**src/rtl/field_line_clear_pkg.sv**
```systemverilog
// Shared playfield geometry, scan FSM encoding and cell-index helper for the
// line-clear block and its row shifter.
package field_line_clear_pkg;

  localparam int FIELD_W = 20;
  localparam int FIELD_H = 20;
  localparam int FIELD_N = FIELD_W * FIELD_H;
  localparam int CNT_W   = $clog2(FIELD_H + 1);
  localparam int ROW_W   = $clog2(FIELD_H);

  typedef enum logic [1:0] {
    ST_IDLE  = 2'd0,
    ST_CHECK = 2'd1,
    ST_SHIFT = 2'd2,
    ST_DONE  = 2'd3
  } state_e;

  // Flat bit index of cell (x,y); row y occupies bits [y*FIELD_W +: FIELD_W].
  function automatic int cell_idx(input int y, input int x);
    return y * FIELD_W + x;
  endfunction

endpackage

```
**src/rtl/field_line_clear_row_shifter.sv**
```systemverilog
// Combinational helper: reports whether row i_row is full and builds the field
// with rows 0..i_row moved down by one (row 0 cleared).
module field_line_clear_row_shifter
  import field_line_clear_pkg::*;
(
  input  logic [FIELD_N-1:0] i_work,
  input  logic [ROW_W-1:0]   i_row,
  output logic               o_row_full,
  output logic [FIELD_N-1:0] o_shifted
);

  localparam int ROW_SEL_N = 1 << ROW_W;

  logic [FIELD_H-1:0]   w_row_full;
  logic [ROW_SEL_N-1:0] w_full_pad;

  for (genvar k = 0; k < FIELD_H; k++) begin : g_row
    assign w_row_full[k] = &i_work[cell_idx(k, 0) +: FIELD_W];

    // Row 0 is always at or above the pointer, so it always becomes empty.
    if (k == 0) begin : g_top
      assign o_shifted[cell_idx(0, 0) +: FIELD_W] = {FIELD_W{1'b0}};
    end else begin : g_body
      assign o_shifted[cell_idx(k, 0) +: FIELD_W] =
        (ROW_W'(k) <= i_row) ? i_work[cell_idx(k - 1, 0) +: FIELD_W]
                             : i_work[cell_idx(k, 0) +: FIELD_W];
    end
  end

  // Pad to a power of two so an out-of-range pointer reads as "not full".
  assign w_full_pad = {{(ROW_SEL_N - FIELD_H){1'b0}}, w_row_full};
  assign o_row_full = w_full_pad[i_row];

endmodule

```
**src/rtl/field_line_clear.sv**
```systemverilog
// Line-clear scanner: walks the locked playfield bottom-up one row per cycle,
// collapsing each full row, then reports the compacted field and clear count.
module field_line_clear
  import field_line_clear_pkg::*;
(
  input  logic               clk,
  input  logic               rst,
  input  logic               start,
  input  logic [FIELD_N-1:0] field_in,
  output logic               busy,
  output logic               done,
  output logic [FIELD_N-1:0] field_out,
  output logic [CNT_W-1:0]   lines_cleared
);

  state_e             r_state;
  logic [FIELD_N-1:0] r_work;
  logic [ROW_W-1:0]   r_row;
  logic [CNT_W-1:0]   r_cnt;
  logic               r_busy;
  logic               r_done;
  logic [FIELD_N-1:0] r_field_out;
  logic [CNT_W-1:0]   r_lines;

  logic               w_row_full;
  logic [FIELD_N-1:0] w_shifted;

  field_line_clear_row_shifter u_shifter (
    .i_work     (r_work),
    .i_row      (r_row),
    .o_row_full (w_row_full),
    .o_shifted  (w_shifted)
  );

  // Scan FSM; busy/done/results are registered alongside the state transitions.
  always_ff @(posedge clk) begin
    if (rst) begin
      r_state     <= ST_IDLE;
      r_work      <= {FIELD_N{1'b0}};
      r_row       <= {ROW_W{1'b0}};
      r_cnt       <= {CNT_W{1'b0}};
      r_busy      <= 1'b0;
      r_done      <= 1'b0;
      r_field_out <= {FIELD_N{1'b0}};
      r_lines     <= {CNT_W{1'b0}};
    end else begin
      r_done <= 1'b0;
      case (r_state)
        ST_IDLE: begin
          if (start) begin
            r_work  <= field_in;
            r_row   <= ROW_W'(FIELD_H - 1);
            r_cnt   <= {CNT_W{1'b0}};
            r_busy  <= 1'b1;
            r_state <= ST_CHECK;
          end else begin
            r_busy  <= 1'b0;
            r_state <= ST_IDLE;
          end
        end
        ST_CHECK: begin
          if (w_row_full) begin
            r_cnt   <= r_cnt + CNT_W'(1);
            r_state <= ST_SHIFT;
          end else if (r_row == {ROW_W{1'b0}}) begin
            r_done      <= 1'b1;
            r_field_out <= r_work;
            r_lines     <= r_cnt;
            r_state     <= ST_DONE;
          end else begin
            r_row   <= r_row - ROW_W'(1);
            r_state <= ST_CHECK;
          end
        end
        // Pointer stays put so the row that just dropped into it is re-tested.
        ST_SHIFT: begin
          r_work  <= w_shifted;
          r_state <= ST_CHECK;
        end
        ST_DONE: begin
          r_busy  <= 1'b0;
          r_state <= ST_IDLE;
        end
        default: begin
          r_busy  <= 1'b0;
          r_state <= ST_IDLE;
        end
      endcase
    end
  end

  assign busy          = r_busy;
  assign done          = r_done;
  assign field_out     = r_field_out;
  assign lines_cleared = r_lines;

endmodule

```
**config.mk**
```make
export PLATFORM = sky130hd
export DESIGN_NAME = field_line_clear
export DESIGN_NICKNAME = d
export VERILOG_FILES = /design/src/rtl/field_line_clear_pkg.sv /design/src/rtl/field_line_clear_row_shifter.sv /design/src/rtl/field_line_clear.sv
export SDC_FILE = /design/constraint.sdc
export NUM_CORES = 2
export LEC_CHECK = 0
export ABC_AREA = 1
export CAP_MARGIN = 20
export CELL_PAD_IN_SITES_DETAIL_PLACEMENT = 1
export CELL_PAD_IN_SITES_GLOBAL_PLACEMENT = 2
export CORE_MARGIN = 2
export CORE_UTILIZATION = 29
export DETAILED_ROUTE_END_ITERATION = 12
export GPL_TIMING_DRIVEN = 0
export PLACE_DENSITY = 0.85
export SYNTH_ARGS = -nofsm -noshare
export SYNTH_HDL_FRONTEND = slang
export SYNTH_SLANG_ARGS = --single-unit
```
**constraint.sdc**
```tcl
create_clock -name clk -period 3.5 [get_ports clk]
set_clock_uncertainty 0.1 [all_clocks]
set_input_delay 0.7 -clock clk [delete_from_list [all_inputs] [get_ports clk]]
set_output_delay 0.7 -clock clk [all_outputs]
set_load 0.05 [all_outputs]
```
==> results.json <==
{
  "status": "finished, final reports clean",
  "clock_latency_ns": 0.70,
  "fin_crit_ns": 3.37,
  "drv_cap": 0,
  "synth.avg_cell_area_um2": 7.27,
  "max-slew-margin-rel": 0.235,
  "via_count": 36643,
  "hold_viol_final": 0,
  "antenna_found_initial": 54,
  "cts.path.max_buffers": 3,
  "routed_wl_um": 191000,
  "dieHeight_um": 340,
  "most-common-layout-cells": "1016 x nand2_1, 909 x nor2_1, 819 x dfxtp_1",
  "startpoint_type": "flop",
  "dp_hpwl_um": 151000,
  "core_mm2": 0.112,
  "fin_nets": 5827,
  "async_reset_ff_frac": 0,
  "endpoint_kind": "flop",
  "portBuffers": 808,
  "grtUsageTotal": 0.321,
  "rows": 123,
  "drt.antenna.violating_nets": 0,
  "overflow": 0,
  "max-vdd-ir-drop_uv": 382,
  "die_w_um": 340,
  "place_ws_ns": -0.390,
  "post_drt_wl_per_cell_um": 27.2,
  "fmax_mhz": 296,
  "final_common_cell": "nand2_1",
  "drc": 0,
  "drt_iter0_drc": 2698,
  "drive_above_1_share": 0.0503,
  "clk_pin_slew_ns": 0.06,
  "num_io_pins": 810,
  "setup_viol": 0,
  "period_share": 0.964,
  "gp_routability_congestion": 0.925,
  "synth-seq-area-share": 0.502,
  "grt_pass1_vias": 37679,
  "worst_pin_slew_ns": 1.15,
  "whs_ns": 0.373,
  "syn_inst": 4494,
  "synth_edf_count": 0,
  "synth_seq_cells": 819,
  "synthesis.nets": 4907,
  "drv_slew": 0,
  "numCtsBuffers": 95,
  "total_leakage_power_uw": 0.0185,
  "grt_max_degree": 14,
  "fill_cells": 13869,
  "cts_tree": "yes",
  "fp.dieArea_mm2": 0.115,
  "cts_hold_buffers": 0,
  "first_pass_iters": 6,
  "cp_max_fo": 12,
  "clock-sinks": 819,
  "yosysUniqueCellTypes": 32,
  "cp.required_ns": 4.01,
  "grt_pass1_wl_um": 271000,
  "path_class": "reg -> reg",
  "syn_area_mm2": 0.0327,
  "syn_to_final_growth_pct": 41.3,
  "root_buffer": "clkbuf_16",
  "synth_top_flop_cell": "dfxtp_1",
  "hp-class": "in -> reg",
  "synth_warnings": 0,
  "arrival_ns": 3.89,
  "post-route-worst-setup-slack_ns": 0.126,
  "initial_core_util": 0.292,
  "p_per_area_mw_per_mm2": 711,
  "h-tree-depth": 3,
  "vias_per_cell": 5.22
}
[state kept, by name, indices dropped and copies added (netlist names)]
register and count:
field_out 400, r_work 400, lines_cleared 5, r_cnt 5
r_row 5, r_state 2, busy 1, done 1
[cells in the mapped netlist, types with 2 or more instances]
cell,n,area (µm²)
o31ai_1,2,15.0
clkbuf_1,266,998
nor3_1,8,40.0
o21ai_0,793,3970
buf_1,3,11.3
a31oi_1,378,2360
dfxtp_1,819,16400
nor4_1,3,18.8
inv_2,4,15.0
a21oi_1,57,285
buf_4,9,67.6
nand2_1,1017,3820
a211oi_1,3,22.5
nand4_1,32,200
ha_1,10,125
xor2_1,3,26.3
buf_6,2,22.5
nand3_1,41,205
buf_2,72,360
inv_1,51,191
o21ai_1,2,10.0
nor2_1,909,3410
[metal layers]
metal / track usage / wire length (µm) / vias up
met1: 0.392 / 78900 / 18136
met5: 0 / 232 / -
met4: 0.127 / 7750 / 34
met2: 0.542 / 91300 / 1215
met3: 0.0764 / 12700 / 329
li1: - / - / 16929
[final timing paths]
kind | slack, ns | depth (start not counted) | to | startpoint
max reg2reg | 0.13 | 17 | field_out[201] | r_row[0]
min reg2reg | 0.38 | 2 | busy | busy
min | 0.37 | 2 | r_row[4] | rst
max | 0.13 | 17 | field_out[201] | r_row[0]
[worst max-delay path, stage by stage (launching register included)]
cell	delay [ns]
dfxtp_1	0.42
buf_12	0.24
inv_2	0.09
buf_6	0.21
nor2_1	0.14
nand2_1	0.06
nor2_1	0.18
nand2_1	0.18
a21oi_1	0.21
nor2_2	0.07
nand2_2	0.10
a21oi_4	0.07
buf_4	0.14
inv_2	0.08
buf_2	0.38
buf_2	0.35
nor2_1	0.12
nor2_1	0.11
[logic make-up after synthesis]
kind of cell | share of synthesized area
compound gates | 0.205
fa+ha+maj | 0.00383
simple gates | 0.236
buf+inv | 0.0511
flops | 0.502
xor+xnor | 0.00107
[cell type report]
class | count | area, µm² | area share
well taps | 1500 | 1880 | 0.0407
flip-flops and latches | 819 | 16400 | 0.355
plain buffers | 352 | 1510 | 0.0327
inverters | 56 | 210 | 0.00455
diodes | 23 | 57.6 | 0.00125
clock inverters | 39 | 487 | 0.0105
multi-input cells | 3267 | 14600 | 0.316
clock buffers | 135 | 2740 | 0.0594
repair buffers | 823 | 8280 | 0.179
[stage by stage]
stage	std cells	cell area, µm²	utilization	power (µW)	TNS, ns
global placement	6802	42600	0.380	22200	-43.14
CTS	6987	46000	0.411	32800	0
finish	7014	46200	0.412	32800	0
global route	7009	46100	0.412	34100	-0.00695
floorplan	4494	32700	-	17700	0
detailed placement	6813	42800	0.382	22300	-11.73
[report_power, final]
group	internal, µW	switching, µW
clock	6190	4310
combinational	2870	6540
sequential	11000	1930
total	20100	12800
[timing repair]
item,in CTS,in global routing
setup buffers,0,3
resized for setup,8,20
setup endpoints to repair,117,267
gates cloned,0,0
pin swaps,0,1
No activity file was read; power rests on OpenSTA's default activity.
